[config.mk]
export PLATFORM = sky130hd
export DESIGN_NAME = lsu_mem_stage
export DESIGN_NICKNAME = d
export VERILOG_FILES = /design/src/rtl/lsu_mem_stage.sv
export SDC_FILE = /design/constraint.sdc
export NUM_CORES = 1
export LEC_CHECK = 0
export ABC_AREA = 1
export BUFFER_PORTS_ARGS = -buffer_cell sky130_fd_sc_hd__buf_2
export CAP_MARGIN = 20
export CORE_ASPECT_RATIO = 1.4
export CORE_MARGIN = 2
export CORE_UTILIZATION = 50
export CTS_CLUSTER_DIAMETER = 80
export CTS_CLUSTER_SIZE = 12
export DETAILED_ROUTE_END_ITERATION = 16
export GPL_TIMING_DRIVEN = 0
export PLACE_DENSITY = 0.81
export SYNTH_ARGS = -nofsm -noshare
export SYNTH_HDL_FRONTEND = slang
export SYNTH_SLANG_ARGS = --single-unit
export TNS_END_PERCENT = 50
[constraint.sdc]
create_clock -name clk -period 2.2 [get_ports clk]
set_clock_uncertainty 0.05 [all_clocks]
set_input_delay 0.44 -clock clk [delete_from_list [all_inputs] [get_ports clk]]
set_output_delay 0.44 -clock clk [all_outputs]
set_load 0.005 [all_outputs]
[src/rtl/lsu_mem_stage.sv]
// lsu_mem_stage: memory-stage load/store unit for the RV32I core.
// Accepts one access at a time from the decoder, runs a single req/ack
// bus cycle with a bounded wait, stalls the pipeline while it is outstanding,
// and returns extended load data or a fault pulse to writeback.
//
// state | meaning
// ------+----------------------------------------------------------
// IDLE  | waiting for a valid load/store; stall follows start
// BUSY  | bus request outstanding, bus outputs held stable
// RESP  | one-cycle done pulse (err on fault/timeout), no new accepts
module lsu_mem_stage #(
    parameter int TIMEOUT = 255
) (
    input  logic        clk,
    input  logic        rst_n,
    input  logic        valid,
    input  logic        mem_read,
    input  logic        mem_write,
    input  logic [2:0]  funct3,
    input  logic [3:0]  be,
    input  logic [31:0] addr,
    input  logic [31:0] wdata,
    output logic        stall,
    output logic        done,
    output logic        err,
    output logic [31:0] ld_data,
    output logic        mem_req,
    output logic        mem_we,
    output logic [31:0] mem_addr,
    output logic [3:0]  mem_wstrb,
    output logic [31:0] mem_wdata,
    input  logic        mem_ack,
    input  logic [31:0] mem_rdata
);

    localparam logic [1:0] IDLE = 2'd0;
    localparam logic [1:0] BUSY = 2'd1;
    localparam logic [1:0] RESP = 2'd2;

    localparam logic [7:0] TIMEOUT_C = 8'(TIMEOUT);

    logic [1:0]  state_q, state_d;
    logic [7:0]  cnt_q, cnt_d;
    logic [2:0]  funct3_q, funct3_d;
    logic [1:0]  off_q, off_d;
    logic        mem_req_q, mem_req_d;
    logic        mem_we_q, mem_we_d;
    logic [31:0] mem_addr_q, mem_addr_d;
    logic [3:0]  mem_wstrb_q, mem_wstrb_d;
    logic [31:0] mem_wdata_q, mem_wdata_d;
    logic        done_q, done_d;
    logic        err_q, err_d;
    logic [31:0] ld_data_q, ld_data_d;

    logic        start;
    logic        is_store;
    logic        is_load;
    logic        fault;
    logic [31:0] rep_wdata;
    logic [7:0]  rd_byte;
    logic [15:0] rd_half;
    logic [31:0] ld_ext;
    logic [7:0]  cnt_inc;
    logic        timeout_hit;

    assign cnt_inc     = cnt_q + 8'd1;
    assign timeout_hit = (TIMEOUT_C != 8'd0) && (cnt_inc == TIMEOUT_C);

    // Decode the incoming access: start, alignment/funct3 faults, store lane replication.
    always_comb begin
        is_store = mem_write;
        is_load  = mem_read & ~mem_write;
        start    = valid & (mem_read | mem_write);

        fault = 1'b0;
        if ((funct3[1:0] == 2'b01) && addr[0])
            fault = 1'b1;
        if ((funct3[1:0] == 2'b10) && (addr[1:0] != 2'b00))
            fault = 1'b1;
        if (is_load && ((funct3 == 3'b011) || (funct3 == 3'b110) || (funct3 == 3'b111)))
            fault = 1'b1;
        if (is_store && !((funct3 == 3'b000) || (funct3 == 3'b001) || (funct3 == 3'b010)))
            fault = 1'b1;

        case (funct3[1:0])
            2'b00:   rep_wdata = {4{wdata[7:0]}};
            2'b01:   rep_wdata = {2{wdata[15:0]}};
            default: rep_wdata = wdata;
        endcase
    end

    // Pick the addressed byte/halfword out of the bus word and extend it.
    always_comb begin
        case (off_q)
            2'b00:   rd_byte = mem_rdata[7:0];
            2'b01:   rd_byte = mem_rdata[15:8];
            2'b10:   rd_byte = mem_rdata[23:16];
            default: rd_byte = mem_rdata[31:24];
        endcase
        rd_half = off_q[1] ? mem_rdata[31:16] : mem_rdata[15:0];

        case (funct3_q)
            3'b000:  ld_ext = {{24{rd_byte[7]}}, rd_byte};
            3'b001:  ld_ext = {{16{rd_half[15]}}, rd_half};
            3'b100:  ld_ext = {24'd0, rd_byte};
            3'b101:  ld_ext = {16'd0, rd_half};
            default: ld_ext = mem_rdata;
        endcase
    end

    // Next-state and registered-output logic for the IDLE/BUSY/RESP sequence.
    always_comb begin
        state_d     = state_q;
        cnt_d       = cnt_q;
        funct3_d    = funct3_q;
        off_d       = off_q;
        mem_req_d   = mem_req_q;
        mem_we_d    = mem_we_q;
        mem_addr_d  = mem_addr_q;
        mem_wstrb_d = mem_wstrb_q;
        mem_wdata_d = mem_wdata_q;
        done_d      = 1'b0;
        err_d       = 1'b0;
        ld_data_d   = 32'd0;

        case (state_q)
            IDLE: begin
                if (start) begin
                    if (fault) begin
                        state_d = RESP;
                        done_d  = 1'b1;
                        err_d   = 1'b1;
                    end else begin
                        state_d     = BUSY;
                        cnt_d       = 8'd0;
                        funct3_d    = funct3;
                        off_d       = addr[1:0];
                        mem_req_d   = 1'b1;
                        mem_we_d    = is_store;
                        mem_addr_d  = {addr[31:2], 2'b00};
                        mem_wstrb_d = is_store ? be : 4'b0000;
                        mem_wdata_d = is_store ? rep_wdata : 32'd0;
                    end
                end
            end
            BUSY: begin
                // ack takes priority over a timeout landing in the same cycle
                if (mem_ack || timeout_hit) begin
                    state_d     = RESP;
                    done_d      = 1'b1;
                    err_d       = ~mem_ack;
                    ld_data_d   = (mem_ack && !mem_we_q) ? ld_ext : 32'd0;
                    mem_req_d   = 1'b0;
                    mem_we_d    = 1'b0;
                    mem_addr_d  = 32'd0;
                    mem_wstrb_d = 4'b0000;
                    mem_wdata_d = 32'd0;
                end else begin
                    cnt_d = cnt_inc;
                end
            end
            RESP: begin
                state_d = IDLE;
            end
            default: begin
                state_d = IDLE;
            end
        endcase
    end

    // State and output registers; reset clears everything, aborting any bus cycle.
    always_ff @(posedge clk or negedge rst_n) begin
        if (!rst_n) begin
            state_q     <= IDLE;
            cnt_q       <= 8'd0;
            funct3_q    <= 3'd0;
            off_q       <= 2'd0;
            mem_req_q   <= 1'b0;
            mem_we_q    <= 1'b0;
            mem_addr_q  <= 32'd0;
            mem_wstrb_q <= 4'b0000;
            mem_wdata_q <= 32'd0;
            done_q      <= 1'b0;
            err_q       <= 1'b0;
            ld_data_q   <= 32'd0;
        end else begin
            state_q     <= state_d;
            cnt_q       <= cnt_d;
            funct3_q    <= funct3_d;
            off_q       <= off_d;
            mem_req_q   <= mem_req_d;
            mem_we_q    <= mem_we_d;
            mem_addr_q  <= mem_addr_d;
            mem_wstrb_q <= mem_wstrb_d;
            mem_wdata_q <= mem_wdata_d;
            done_q      <= done_d;
            err_q       <= err_d;
            ld_data_q   <= ld_data_d;
        end
    end

    // stall is gated by reset so an upstream instruction held during reset cannot assert it.
    assign stall     = rst_n & (((state_q == IDLE) & start) | (state_q == BUSY));
    assign done      = done_q;
    assign err       = err_q;
    assign ld_data   = ld_data_q;
    assign mem_req   = mem_req_q;
    assign mem_we    = mem_we_q;
    assign mem_addr  = mem_addr_q;
    assign mem_wstrb = mem_wstrb_q;
    assign mem_wdata = mem_wdata_q;

endmodule

== Word level (Yosys, flattened, before mapping) ==
Index checks and enable logic that the tools add are counted.

* Div/mod/pow operators: 0
* Multiplexer cells: 45
* Equal/unequal tests: 18
* Reduce and logical (&&, ||, !) cells: 23
* Order comparisons: 0
* Bitwise logic cells: 9
* Add/sub/neg operators: 1
* Shift-type cells: 0
* Multipliers: 0

{| class="wikitable"
|+ Operator list
! cell !! number
|-
| 32-bit 2-to-1 mux || 9
|-
| 32-bit case mux with 2 select lines || 3
|-
| 32-bit case mux with 4 select lines || 1
|-
| 8-bit 2-to-1 mux || 3
|-
| 8-bit case mux with 3 select lines || 1
|-
| 16-bit 2-to-1 mux || 1
|-
| 4-bit 2-to-1 mux || 4
|-
| 8-bit case mux with 2 select lines || 1
|-
| 1-bit 2-to-1 mux || 13
|-
| 3-bit equality test, second input constant || 4
|-
| 8-bit by 1-bit adder with 8-bit output, second input constant || 1
|-
| 8-bit equality test, second input constant || 1
|-
| 2-bit != test, second input constant || 4
|-
| 1-bit case mux with 2 select lines || 4
|-
| 4-bit case mux with 2 select lines || 1
|-
| 4-bit AND reduction || 2
|-
| 2-bit by 1-bit equality test with 1-bit output, second input constant || 3
|-
| 3-bit by 1-bit equality test with 1-bit output, second input constant || 2
|-
| 3-bit by 2-bit equality test with 1-bit output, second input constant || 2
|-
| 2-bit logical NOT || 3
|-
| 3-bit logical NOT || 2
|-
| 2-bit 2-to-1 mux || 3
|-
| 1-bit logical AND || 5
|-
| 1-bit logical OR || 5
|-
| other kinds (9) || 18
|}

* ROM bits: 0
* Logic and storage cells: 108
* Latch bits: 0
* Register bits: 119
* RAM bits: 0
* Output and inout bits: 105
* Memories kept: 0

== Longest topological paths before layout ==
* Depth after elaboration: 9
* Depth in mapped cells: 14
* Mapped depth without buffers: 12

== Worst setup path before layout ==
OpenSTA, ideal clock, no wires.

* Path kind: register to register
* Start point: register cnt_q[0]
* End point: register mem_addr_q[11], in the netlist mem_addr[11]
* Arrival: 1.653 ns
* Library setup time: 0.117 ns
* Setup slack: 0.380 ns
* Data required time: 2.033 ns
* Buffers on the path: 2
* Stages on the path, launching flop included: 14
* Cells stage by stage: dfrtp_1 ha_1 nand3_1 nor2_1 nand2_1 nand2_1 nor2_4 nand2_4 nand2_2 nand2_2 buf_6 buf_6 nand2_1 nand2_1

* Longest elaborated chain between the ends: 5

{| class="wikitable"
|+ RTL lines
! what !! RTL line !! source
|-
| from (decl) || 43 || <nowiki>logic [7:0] cnt_q, cnt_d;</nowiki>
|-
| from (signal assigned) || 188 || <nowiki>cnt_q <= cnt_d;</nowiki>
|-
| 8-bit by 1-bit adder with 8-bit output || 66 || <nowiki>assign cnt_inc = cnt_q + 8'd1;</nowiki>
|-
| 8-bit equality test || 67 || <nowiki>assign timeout_hit = (TIMEOUT_C != 8'd0) && (cnt_inc == TIMEOUT_C);</nowiki>
|-
| 1-bit logical OR || 148 || <nowiki>if (mem_ack || timeout_hit) begin</nowiki>
|-
| 2-bit != test (no line) || -- ||
|-
| 4-bit AND reduction (no line) || -- ||
|-
| to (signal assigned) || 193 || <nowiki>mem_addr_q <= mem_addr_d;</nowiki>
|-
| to (decl) || 48 || <nowiki>logic [31:0] mem_addr_q, mem_addr_d;</nowiki>
|}

No other way between the ends.
A chain may end at the register's enable or synchronous reset.

== Worst setup path after layout ==
* Start point: register cnt_q[0]
* End point: register mem_addr_q[23], in the netlist mem_addr[23]

Same word-level chain as after synthesis.

==> run metrics <==
DRT Pass-1 Iters=5; synth warn=0; largest net degree at the start of global routing=53; vias in the first global route=5429; status=complete, no violations; peak supply drop=around 0.82 mV; CP bufs+invs=2; Setup-failing EPs final=0; die width=94.3 um; Yosys reg bits=around 120; Layout Nets=between 1000 and 1500; area leader, netlist=dfrtp_1; worst slew pin tran=slightly below 600 ps; slowest CP cell=dfrtp_2; gpl congestion=0.959; Syn Area/Cell=between 7 and 8 sq um; Top Family by Delay on Critical Path=simple AND/OR/NAND/NOR gates; routed vias=roughly 5800; Seq/Total Area, Yosys=0.512; gr ovfl total=0; Slew Viols, Final=0; wirelength, routed=roughly 17000 um; Pwr Density=1270 mW/mm^2; # clock sinks=117; top-count cell post-synth=nand2_1; Post-Synthesis Cells=~730; placement row count=46; DRC errors left=0; share of cells above drive strength 1=0.296; die height=roughly 130 um; CTS tree=done; Post-synth EDFFs=0; H-tree Lvls=4; HPWL Detailed=around 12000 um; initial antenna violation count=0; relative slew slack=0.603; placed cell areas=about 0.007 sq mm; cells along the critical path=ha_4, nand2_1, nand2_1, nor2_1, nand3_1, nor2_4, nand2_4, nand2_2, nand2_2, buf_6, buf_6, nand2_1, nand2_1; Die ar.=0.0123 sq mm; Synth Flop Type=dfrtp_1; CP Class=flop to flop; final hold violation count=0; first-pass GRT wire length=26200 um; Tmin final=around 2100 ps; post-route core utilization=0.695; IO buf count=211; routed vias/inst=roughly 5.2; max-capacitance violation count=0; critical path's largest stage delay=440 ps; Max clock buf depth=2; CP dominant cell by count=nand2_1; fin crit share=0.961; Initial Utilization=0.509; aggregate global-route resource usage=0.275; Final Cell Area=~0.0078 sq mm; static leakage=between 4 and 5 nW; crit start category=flop; # IOs=around 210; root buffer cell=clkbuf_16; Fmax=~0.47 GHz; Routed wire per std cell=roughly 15 um; Core Box Area=0.0112 sq mm; Cell Area, Synth=roughly 0.0057 sq mm; DR iter-0 viols=~300; Post-synth ARST share=1.00; Clock Latency Late Sink=between 400 and 500 ps; crit path capture type=flop; TritonCTS buffer count=17; Routed Antenna Nets=0; Synth cell types=35; Total Power=~0.0099 W; Reg clk slew, reported paths=~50 ps; CP arrival=2360 ps; Layout fillers=934; post-synth top area share=0.512; synth top area cells=dfrtp_1 (51%), nand2_1 (13%), nand3_1 (7.8%), nor2_1 (7.4%), inv_1 (3.3%); synth cell count leaders=nand2_1 (198), dfrtp_1 (117), nor2_1 (113); Layout area overhead=36.5%; Worst EP required=between 2000 and 2500 ps; Max FO, Critical Path=10; HP Class=input pin to flop
[stage by stage]
stage	std cells	setup WS, ps	TNS, ps	hold WS (ps)
2_1_floorplan	730	380	0	94.4
3_3_place_gp	1085	-1100	-91140	398
3_5_place_dp	1086	26.0	0	372
4_1_cts	1121	22.0	0	196
5_1_grt	1124	-10.3	-15.5	216
6_report	1125	85.7	0	207
[flip-flops by register name, summed over array words and instances (netlist names)]
| register | flops |
|---|---|
| off_q | 2 |
| mem_req | 1 |
| err | 1 |
| mem_addr | 30 |
| mem_wstrb | 4 |
| state_q | 2 |
| mem_wdata | 32 |
| cnt_q | 8 |
| ld_data | 32 |
| mem_we | 1 |
| done | 1 |
| funct3_q | 3 |
[worst paths after layout]
kind | from | to | slack [ps] | cells past startpoint
worst max-delay path | cnt_q[0]$_DFFE_PN0P_ | mem_addr[23]$_DFFE_PN0P_ | 90 | 13
worst min-delay path | addr[7] | mem_addr[7]$_DFFE_PN0P_ | 210 | 3
worst max register to register | cnt_q[0]$_DFFE_PN0P_ | mem_addr[23]$_DFFE_PN0P_ | 90 | 13
worst min register to register | mem_wdata[22]$_DFFE_PN0P_ | mem_wdata[22]$_DFFE_PN0P_ | 410 | 2
max in group asynchronous | rst_n | mem_wdata[16]$_DFFE_PN0P_ | 1180 | 4
min in group asynchronous | rst_n | mem_addr[14]$_DFFE_PN0P_ | 540 | 3
[cells in the final DEF, fill, tap and decap left out, types with 3 or more instances in the layout]
master	netlist	final
clkinv_2	0	3
nand2_1	198	198
nand2_2	4	4
buf_1	5	5
a211oi_1	7	7
o211ai_1	7	7
nor2_1	113	113
mux2i_1	4	4
buf_16	0	3
nor2_2	4	4
buf_6	7	8
bufinv_16	0	4
a21oi_1	23	23
nand3_1	89	87
nand4_1	8	8
nor3_1	8	8
dfrtp_1	117	116
clkbuf_1	18	17
clkbuf_8	0	5
buf_4	5	7
buf_2	7	217
clkbuf_16	0	18
inv_1	50	49
o21ai_0	34	34
[metal layers]
layer,routed length [um],vias to the layer above,GRT usage
met1,6510,2678,0.332
met4,544,0,0.121
li1,-,2823,-
met3,1160,46,0.0568
met5,0,-,0
met2,8860,272,0.476
[cells by family after synthesis]
kind of cell | Yosys count | synth area share
flops | 117 | 0.512
buf+inv | 96 | 0.0771
mux | 4 | 0.00701
fa+ha+maj | 2 | 0.00438
compound gates | 79 | 0.0817
simple gates | 429 | 0.315
other cells | 1 | 0.000656
xor+xnor | 1 | 0.00153
[layout make-up]
cell class	instances	area, sq um	area share
sequential	117	2930	0.376
multi-input combinational	517	2380	0.306
timing repair buffer	219	1210	0.156
clock buffer	23	498	0.0639
buffer	42	240	0.0308
inverter	54	204	0.0262
tap	144	180	0.0231
clock inverter	8	145	0.0186
antenna	1	2.50	0.000321
[power breakdown]
| group | switching (W) | total [W] | internal, W |
|---|---|---|---|
| registers | 0.000410 | 0.00328 | 0.00287 |
| logic | 0.00222 | 0.00360 | 0.00138 |
| clock network | 0.000962 | 0.00300 | 0.00204 |
[worst min-delay path, stage by stage]
cell     delay, ps
buf_2           80
nand3_1         60
nand2_1         60
[what timing repair did]
| action | CTS | global route |
|---|---|---|
| endpoints found under the hold margin | 52 | 0 |
| endpoints found under the setup margin | 12 | 80 |
| hold buffers | 4 | 0 |
| gates resized for setup | 2 | 9 |
| pin swaps | 0 | 3 |
| setup buffers | 0 | 2 |
| gates cloned | 0 | 1 |
Power figures use the tool's default switching activity.
